`config.mk`:
```
export PLATFORM = sky130hd
export DESIGN_NAME = iram_access_arbiter
export DESIGN_NICKNAME = d
export VERILOG_FILES = /design/src/rtl/iram_access_arbiter_pkg.sv /design/src/rtl/iram_access_arbiter_rr_pick.sv /design/src/rtl/iram_access_arbiter.sv
export SDC_FILE = /design/constraint.sdc
export NUM_CORES = 1
export LEC_CHECK = 0
export ABC_AREA = 1
export CAP_MARGIN = 20
export CORE_MARGIN = 3
export CORE_UTILIZATION = 30
export DETAILED_ROUTE_END_ITERATION = 8
export HOLD_SLACK_MARGIN = 0.1
export PLACE_DENSITY = 0.83
export SYNTH_ARGS = -nofsm -noshare
export SYNTH_HDL_FRONTEND = slang
export SYNTH_HIERARCHICAL = 1
export SYNTH_SLANG_ARGS = --single-unit
```
`constraint.sdc`:
```
create_clock -name clk -period 1.7 [get_ports clk]
set_clock_uncertainty 0.15 [all_clocks]
set_input_delay 0.255 -clock clk [delete_from_list [all_inputs] [get_ports clk]]
set_output_delay 0.255 -clock clk [all_outputs]
set_load 0.1 [all_outputs]
```
`src/rtl/iram_access_arbiter_pkg.sv`:
```
// rtl/iram_access_arbiter_pkg.sv - shared states, requester ids and defaults for the IRAM arbiter
package iram_access_arbiter_pkg;

    localparam int DRAIN_CYCLES_DEF = 3;

    typedef logic [2:0] arb_state_t;

    localparam arb_state_t ST_IDLE   = 3'd0;
    localparam arb_state_t ST_DRAIN  = 3'd1;
    localparam arb_state_t ST_GRANT  = 3'd2;
    localparam arb_state_t ST_RDATA  = 3'd3;
    localparam arb_state_t ST_NEXT   = 3'd4;
    localparam arb_state_t ST_RESUME = 3'd5;

    typedef enum logic {
        REQ_MON = 1'b0,
        REQ_LD  = 1'b1
    } req_id_t;

endpackage

```
`src/rtl/iram_access_arbiter_rr_pick.sv`:
```
// rtl/iram_access_arbiter_rr_pick.sv - two-requester round-robin picker, one-hot grant {ld, mon}
module iram_rr_pick
    import iram_access_arbiter_pkg::*;
(
    input  logic       mon_req,
    input  logic       ld_req,
    input  req_id_t    rr_last,
    output logic [1:0] grant
);

    // On contention the requester that was not served last wins.
    assign grant[0] = mon_req & (~ld_req | (rr_last == REQ_LD));
    assign grant[1] = ld_req & (~mon_req | (rr_last == REQ_MON));

endmodule

```
`src/rtl/iram_access_arbiter.sv`:
```
// rtl/iram_access_arbiter.sv - shares the instruction-RAM port between fetch, UART monitor and boot loader
module iram_access_arbiter
    import iram_access_arbiter_pkg::*;
#(
    parameter int IWIDTH       = 12,
    parameter int DRAIN_CYCLES = DRAIN_CYCLES_DEF
) (
    input  logic              clk,
    input  logic              rst,
    input  logic              cpu_run,
    input  logic              mon_req,
    input  logic              mon_we,
    input  logic [IWIDTH-1:0] mon_adr,
    input  logic [31:0]       mon_wdata,
    output logic              mon_ack,
    output logic [31:0]       mon_rdata,
    input  logic              ld_req,
    input  logic [IWIDTH-1:0] ld_adr,
    input  logic [31:0]       ld_wdata,
    output logic              ld_ack,
    output logic              cpu_halt,
    output logic              rst_pipe,
    output logic              i_read_sel,
    output logic [IWIDTH-1:0] i_ram_radr,
    input  logic [31:0]       i_ram_rdata,
    output logic [IWIDTH-1:0] i_ram_wadr,
    output logic [31:0]       i_ram_wdata,
    output logic              i_ram_wen
);

    localparam logic [3:0] DRAIN_LOAD = 4'(DRAIN_CYCLES - 1);

    arb_state_t state;
    logic [3:0] drain_cnt;
    req_id_t    rr_last;
    logic       done;
    logic       rd_ack_q;
    logic [1:0] grant;
    logic       any_req;
    logic       wr_go;
    logic       rd_go;
    logic       other_pending;

    iram_rr_pick u_pick (
        .mon_req (mon_req),
        .ld_req  (ld_req),
        .rr_last (rr_last),
        .grant   (grant)
    );

    assign any_req = mon_req | ld_req;
    assign wr_go   = (state == ST_GRANT) & (grant[1] | (grant[0] & mon_we));
    assign rd_go   = (state == ST_GRANT) & grant[0] & ~mon_we;
    // The requester just acked is still dropping its req, so only the other one counts.
    assign other_pending = (rr_last == REQ_MON) ? ld_req : mon_req;

    always_ff @(posedge clk or posedge rst) begin
        if (rst) begin
            state     <= ST_IDLE;
            drain_cnt <= 4'd0;
            rr_last   <= REQ_LD;
            done      <= 1'b0;
            rd_ack_q  <= 1'b0;
            mon_rdata <= 32'd0;
        end else begin
            rd_ack_q <= 1'b0;
            case (state)
                ST_IDLE: begin
                    done <= 1'b0;
                    if (any_req) begin
                        if (cpu_run) begin
                            state     <= ST_DRAIN;
                            drain_cnt <= DRAIN_LOAD;
                        end else begin
                            state <= ST_GRANT;
                        end
                    end
                end
                ST_DRAIN: begin
                    if (!any_req) begin
                        state <= ST_RESUME;
                    end else if (drain_cnt == 4'd0) begin
                        state <= ST_GRANT;
                    end else begin
                        drain_cnt <= drain_cnt - 4'd1;
                    end
                end
                ST_GRANT: begin
                    if (grant[1]) begin
                        rr_last <= REQ_LD;
                        done    <= 1'b1;
                        state   <= ST_NEXT;
                    end else if (grant[0]) begin
                        rr_last <= REQ_MON;
                        if (mon_we) begin
                            done  <= 1'b1;
                            state <= ST_NEXT;
                        end else begin
                            state <= ST_RDATA;
                        end
                    end else begin
                        state <= ST_RESUME;
                    end
                end
                ST_RDATA: begin
                    mon_rdata <= i_ram_rdata;
                    rd_ack_q  <= 1'b1;
                    done      <= 1'b1;
                    state     <= ST_NEXT;
                end
                ST_NEXT: begin
                    state <= other_pending ? ST_GRANT : ST_RESUME;
                end
                ST_RESUME: begin
                    state <= ST_IDLE;
                end
                default: begin
                    state <= ST_IDLE;
                end
            endcase
        end
    end

    assign cpu_halt    = (state == ST_DRAIN) | (state == ST_GRANT) |
                         (state == ST_RDATA) | (state == ST_NEXT);
    assign rst_pipe    = (state == ST_RESUME) & done;
    assign i_read_sel  = rd_go | (state == ST_RDATA);
    assign i_ram_radr  = i_read_sel ? mon_adr : '0;
    assign i_ram_wen   = wr_go;
    assign i_ram_wadr  = wr_go ? (grant[1] ? ld_adr : mon_adr) : '0;
    assign i_ram_wdata = wr_go ? (grant[1] ? ld_wdata : mon_wdata) : 32'd0;
    assign mon_ack     = (wr_go & grant[0]) | rd_ack_q;
    assign ld_ack      = wr_go & grant[1];

endmodule

```
# [Word-level counts from Yosys, hierarchy flattened]
# Index checks and enable logic that the tools add are counted.
[op_classes] n_addsub=1 eq_ne=12 n_mux=27 bitwise=22 n_reduce_logical=9
[op_table] op="two-way mux 32 bit" n=2
[op_table] op="two-way mux 12 bit" n=3
[op_table] op="two-way mux 3 bit" n=7
[op_table] op="two-way mux 4 bit" n=4
[op_table] op="case mux 3 bit (5 select lines)" n=1
[op_table] op="AND 1 bit" n=9
[op_table] op="inequality test 3 bit, second input constant" n=3
[op_table] op="bitwise OR 1 bit" n=9
[op_table] op="inequality test 2 bit, second input constant" n=4
[op_table] op="case mux 4 bit (2 select lines)" n=1
[op_table] op="two-way mux 1 bit" n=7
[op_table] op="== test 3 x 2 -> 1 bit, second input constant" n=2
[op_table] op="== test 3 bit, second input constant" n=2
[op_table] op="AND reduction 5 bit" n=1
[op_table] op="zero test 4 bit" n=1
[op_table] op="NOT 1 bit" n=4
[op_table] op="AND reduction 2 bit" n=2
[op_table] op="nonzero test 2 bit" n=2
[op_table] op="subtractor 4 x 1 -> 4 bit, second input constant" n=1
[op_table] op="== test 3 x 1 -> 1 bit, second input constant" n=1
[op_table] op="zero test 3 bit" n=1
[op_table] op="case mux 1 bit (3 select lines)" n=1
[op_table] op="AND reduction 3 bit" n=1
[op_table] op="nonzero test 3 bit" n=1
[op_table] op="two-way mux 2 bit" n=1
[word_totals] reg_bits=42 inputBits=126 out_inout_bits=94 word_cells=77

# [Longest topological paths before layout]
[depth] depth_word=8 mapped_depth=9 mapped_depth_nobuf=9

# [Hierarchy]
# Netlist, hierarchy kept.
[by_module_without_submodules] module="iram_access_arbiter" n_inst=1 cells_per_inst=409 area_each_um2=2600.0
[by_module_without_submodules] module="iram_rr_pick" n_inst=1 cells_per_inst=4 area_each_um2=27.5

# [Worst setup path after synthesis]
# OpenSTA, ideal clock, no wires.
[synth_timing] path_kind="register -> output" startpoint="register rr_last" endpoint="output i_ram_wdata[24]" t_arrival_ns=2.652 t_required_ns=1.295 slack_ns=-1.357 stages_incl_launch_ff=8 cell_sequence="dfstp_2 -> inv_1 -> a21oi_2 -> nand2_1 -> nand2_1 -> nand2_2 -> buf_2 -> a21oi_1"
[synth_between] elab_chain_cells=6 word_cells_on_any_way=10 classes_between="2 x mux; 8 x bitwise"
[synth_lines] item="from (decl)" line_no="iram_access_arbiter.sv:35" source="req_id_t rr_last;"
[synth_lines] item="from (signal assigned)" line_no="iram_access_arbiter.sv:61" source="rr_last <= REQ_LD;"
[synth_lines] item="from (signal assigned)" line_no="iram_access_arbiter.sv:90" source="rr_last <= REQ_LD;"
[synth_lines] item="from (signal assigned)" line_no="iram_access_arbiter.sv:94" source="rr_last <= REQ_MON;"
[synth_lines] item="bitwise OR 1 bit" line_no="iram_access_arbiter_rr_pick.sv:12" source="assign grant[0] = mon_req & (~ld_req | (rr_last == REQ_LD));"
[synth_lines] item="AND 1 bit" line_no="iram_access_arbiter_rr_pick.sv:12"
[synth_lines] item="net grant[0]" line_no="iram_access_arbiter.sv:38" source="logic [1:0] grant;"
[synth_lines] item="AND 1 bit" line_no="iram_access_arbiter.sv:52" source="assign wr_go = (state == ST_GRANT) & (grant[1] | (grant[0] & mon_we));"
[synth_lines] item="bitwise OR 1 bit" line_no="iram_access_arbiter.sv:52"
[synth_lines] item="AND 1 bit" line_no="iram_access_arbiter.sv:52"
[synth_lines] item="two-way mux 32 bit" line_no="iram_access_arbiter.sv:131" source="assign i_ram_wdata = wr_go ? (grant[1] ? ld_wdata : mon_wdata) : 32'd0;"
[synth_lines] item="to (decl)" line_no="iram_access_arbiter.sv:27" source="output logic [31:0] i_ram_wdata,"
# The timed path passes the listed nets, and every way through them passes these cells.

# [Worst setup path after layout]
[layout_timing] startpoint="input ld_req" endpoint="output i_ram_wdata[26]"
[layout_between] word_cells_on_any_way=9 classes_between="2 x mux; 7 x bitwise"
[layout_lines] item="from (decl)" line_no="iram_access_arbiter.sv:17" source="input logic ld_req,"
[layout_lines] item="AND 1 bit (*)" line_no="iram_access_arbiter_rr_pick.sv:13" source="assign grant[1] = ld_req & (~mon_req | (rr_last == REQ_MON));"
[layout_lines] item="net grant[1]" line_no="iram_access_arbiter.sv:38"
[layout_lines] item="bitwise OR 1 bit" line_no="iram_access_arbiter.sv:52"
[layout_lines] item="AND 1 bit" line_no="iram_access_arbiter.sv:52"
[layout_lines] item="two-way mux 32 bit (*)" line_no="iram_access_arbiter.sv:131"
# The timed path passes the listed nets; every way through them passes the cells marked *.

==> results by group <==
Outcome
  • Status: complete, but fails checks
  • Failing checks: negative setup slack

Clock tree
  • Worst-path clk slew: 80 ps
  • CTS H-Tree Depth: 2
  • CTS Sinks: 42
  • Root Driver: clkbuf_8
  • CTS tree: yes
  • Clk_lat worst skew: 290 ps
  • Bufs on Longest Clock Path: 2
  • Total CTS buffers: 5

Critical path
  • Top delay family on crit path: buffers and inverters
  • CP endpoint kind: primary output
  • Crit. Startpoint: ld_req
  • Ordered list of cells on the worst path: clkdlybuf4s50_1, a21boi_4, buf_4, buf_12, nand2_1, a21oi_4, buf_12
  • Most used cell, CP: buf_12
  • WS Path Type: input port to primary output
  • Crit start category: input port
  • CP max stage delay: 550 ps
  • Reg-to-reg critical path startpoint: rr_last
  • Worst-path fanout max: 28
  • Required @ worst endpoint: 1290 ps
  • Critical Path AT: 1990 ps
  • Slowest CP cell: clkdlybuf4s50_1
  • Buf+Inv Stages, Crit Path: 4

Yosys
  • Top area cells in the synthesized netlist: dfrtp_1 (39%), nand2_1 (27%), a21oi_1 (8.6%)
  • Ys flop type: dfrtp_1
  • Post-synthesis register bit count: 42
  • Mapped Cells: 413
  • Seq/Total Area, Yosys: 40.05%
  • Most frequent cell after synthesis: nand2_1
  • Area share of the largest cell type after synthesis: 39.05%
  • Async SR Flop Fraction: 100.0%
  • Post-synth top cells: nand2_1 (187), a21oi_1 (45), nor2_1 (45)
  • Synth Cell Area: 2628 sq um
  • Post-synth EDFFs: 0
  • Mapped Nets: 540
  • Yosys warning total: 6
  • Synth Area per Inst: 6.362 sq um
  • Synth unique cells: 23
  • Dominant cell type by area after synthesis: dfrtp_1

Drt
  • DR vias/cell: 5.236
  • 1st-iter DRT viols: 308
  • WL per Instance: 21.86 um
  • DRT Pass-1 Iters: 5
  • Routed via count: 4063
  • Routed WL: 16.96 mm
  • Residual DRC: 0
  • Post-route antenna net violation count: 0

Floorplan
  • Die Y: 99.59 um
  • Die X-Extent: 99.59 um
  • DIE AREA: 9917 sq um
  • Core area: 8341 sq um
  • Initial Utilization: 31.50%
  • I/O Pins: 220
  • Rows: 33

STA
  • Max Slew Vio Count: 0
  • Final hold vios: 0
  • Fin crit share: 141.1%
  • RSZ-0062 raised after global routing: yes
  • Least-Margin Pin Slew: 323.3 ps
  • Final setup vio count: 67
  • Final worst slack: -698.2 ps
  • Worst hold slack: 187.9 ps
  • Setup TNS Final: -38550 ps
  • Max_slew headroom: 78.45%
  • FMAX: 0.4170 GHz
  • Final period demand of the worst path: 2398 ps

Place
  • Port Buffers: 219
  • Dpl cell area: 6741 sq um
  • Cells after DPL: 752
  • DPL Wire Length: 10.79 mm
  • GPL Wtd Cong: 1.026
  • Pre-CTS WS: -600.6 ps

Finish
  • Ratio of cells with drive above 1 in the final layout: 40.09%
  • Fin cells: 776
  • P&R area growth vs syn: 176.9%
  • Final nets: 797
  • Inserted Diodes: 0
  • Post-route cell area: 7274 sq um

Global routing
  • Routing usage on met1: 28.77%
  • Met2 GRT Util: 53.05%
  • Total GRT Usage: 27.87%
  • First-pass GRT wire length: 21.93 mm
  • Initial antenna violation count: 0
  • Vias in the first global route: 4149
  • Total gr overflow: 0
  • Pin count of the biggest net entering global routing: 34
  • Routing usage on met3: 6.662%
  • Global-route layer with the greatest usage: met2

Run
  • Maxcap violations: 0

Power
  • Peak supply drop: 0.001902 V
  • Power Density: 1818 nW/um^2
  • Leakage: 3.156 nW

Worst hold path
  • HP Class: input port to async pin
[routing by layer]
metal	share of wire (%)	wire length [um]
met1	34	5728
met2	52	8900
met3	8.1	1369
met4	5.7	964
met5	0	0
[worst paths after layout]
path,end,slack (ps),depth (start not counted)
setup / recovery,i_ram_wdata[26],-700,7
hold / removal,mon_rdata[26],190,3
setup reg to reg,state[0],-270,12
hold reg to reg,drain_cnt[0],340,1
max in group asynchronous,rr_last,950,3
min in group clk,drain_cnt[0],340,1
[report_power, final]
group / switching (mW) / leakage, nW / internal (mW)
Combinational: 6.76 / 2.58 / 3.66
Clock: 0.354 / 0.0579 / 0.433
Sequential: 0.524 / 0.515 / 1.50
[state kept, by name, indices dropped and copies added (netlist names)]
register and flops:
rd_ack_q 1, drain_cnt 4, rr_last 1, state 3, done 1, mon_rdata 32
[placed cells by master (no fill, tap or decap), types with 4 or more instances in the layout]
master | netlist | routed
clkbuf_8 | 0 | 5
nand2_1 | 187 | 180
buf_4 | 4 | 35
inv_1 | 30 | 27
nor2_2 | 10 | 7
inv_2 | 7 | 6
clkdlybuf4s50_1 | 0 | 124
buf_6 | 1 | 4
nor2_1 | 45 | 13
dfrtp_1 | 41 | 41
nor2_4 | 0 | 35
buf_12 | 0 | 101
clkbuf_16 | 0 | 4
a21oi_4 | 0 | 34
nand2_2 | 4 | 8
a21oi_2 | 1 | 11
nand3_1 | 12 | 8
[stage by stage]
stage,total power [mW],utilization (%)
floorplan,8.002,-
detailed placement,11.76,80.83
CTS,12.87,84.61
global placement,11.52,80.83
finish,13.23,87.22
global route,13.69,87.22
[cell type report]
| type | count | area (sq um) |
|---|---|---|
| clock inverter | 3 | 40.04 |
| fill | 351 | 1066 |
| inverter | 37 | 160.2 |
| timing repair buffer | 270 | 3707 |
| clock buffer | 5 | 68.82 |
| tap | 105 | 131.4 |
| multi-input combinational | 314 | 2115 |
| sequential | 42 | 1052 |
[timing repair]
item / 4_1_cts / 5_1_grt
setup buffers: 10 / 2
hold buffers: 0 / 0
gates cloned: 1 / 4
endpoints found under the setup margin: 62 / 92
gates resized for setup: 32 / 30
pin swaps: 13 / 10
[cells by family (layout without fill, tap and decap cells)]
group                      Yosys count  count (layout)  synth area share [%]
adders and majority gates            1               1                0.4761
xor gates and xnor gates             1               1                0.3334
DFF                                 42              42                 40.05
and+or+nand+nor                    259             259                 39.14
buffers and inverters               57             315                 9.429
AOI/OAI and AO/OA                   53              53                 10.57
[worst min-delay path, delay by kind of cell]
| kind | cells | cell delay (ps) |
|---|---|---|
| buffers and inverters | 3 | 750 |
Note: power is estimated with default switching activity, not from simulation.
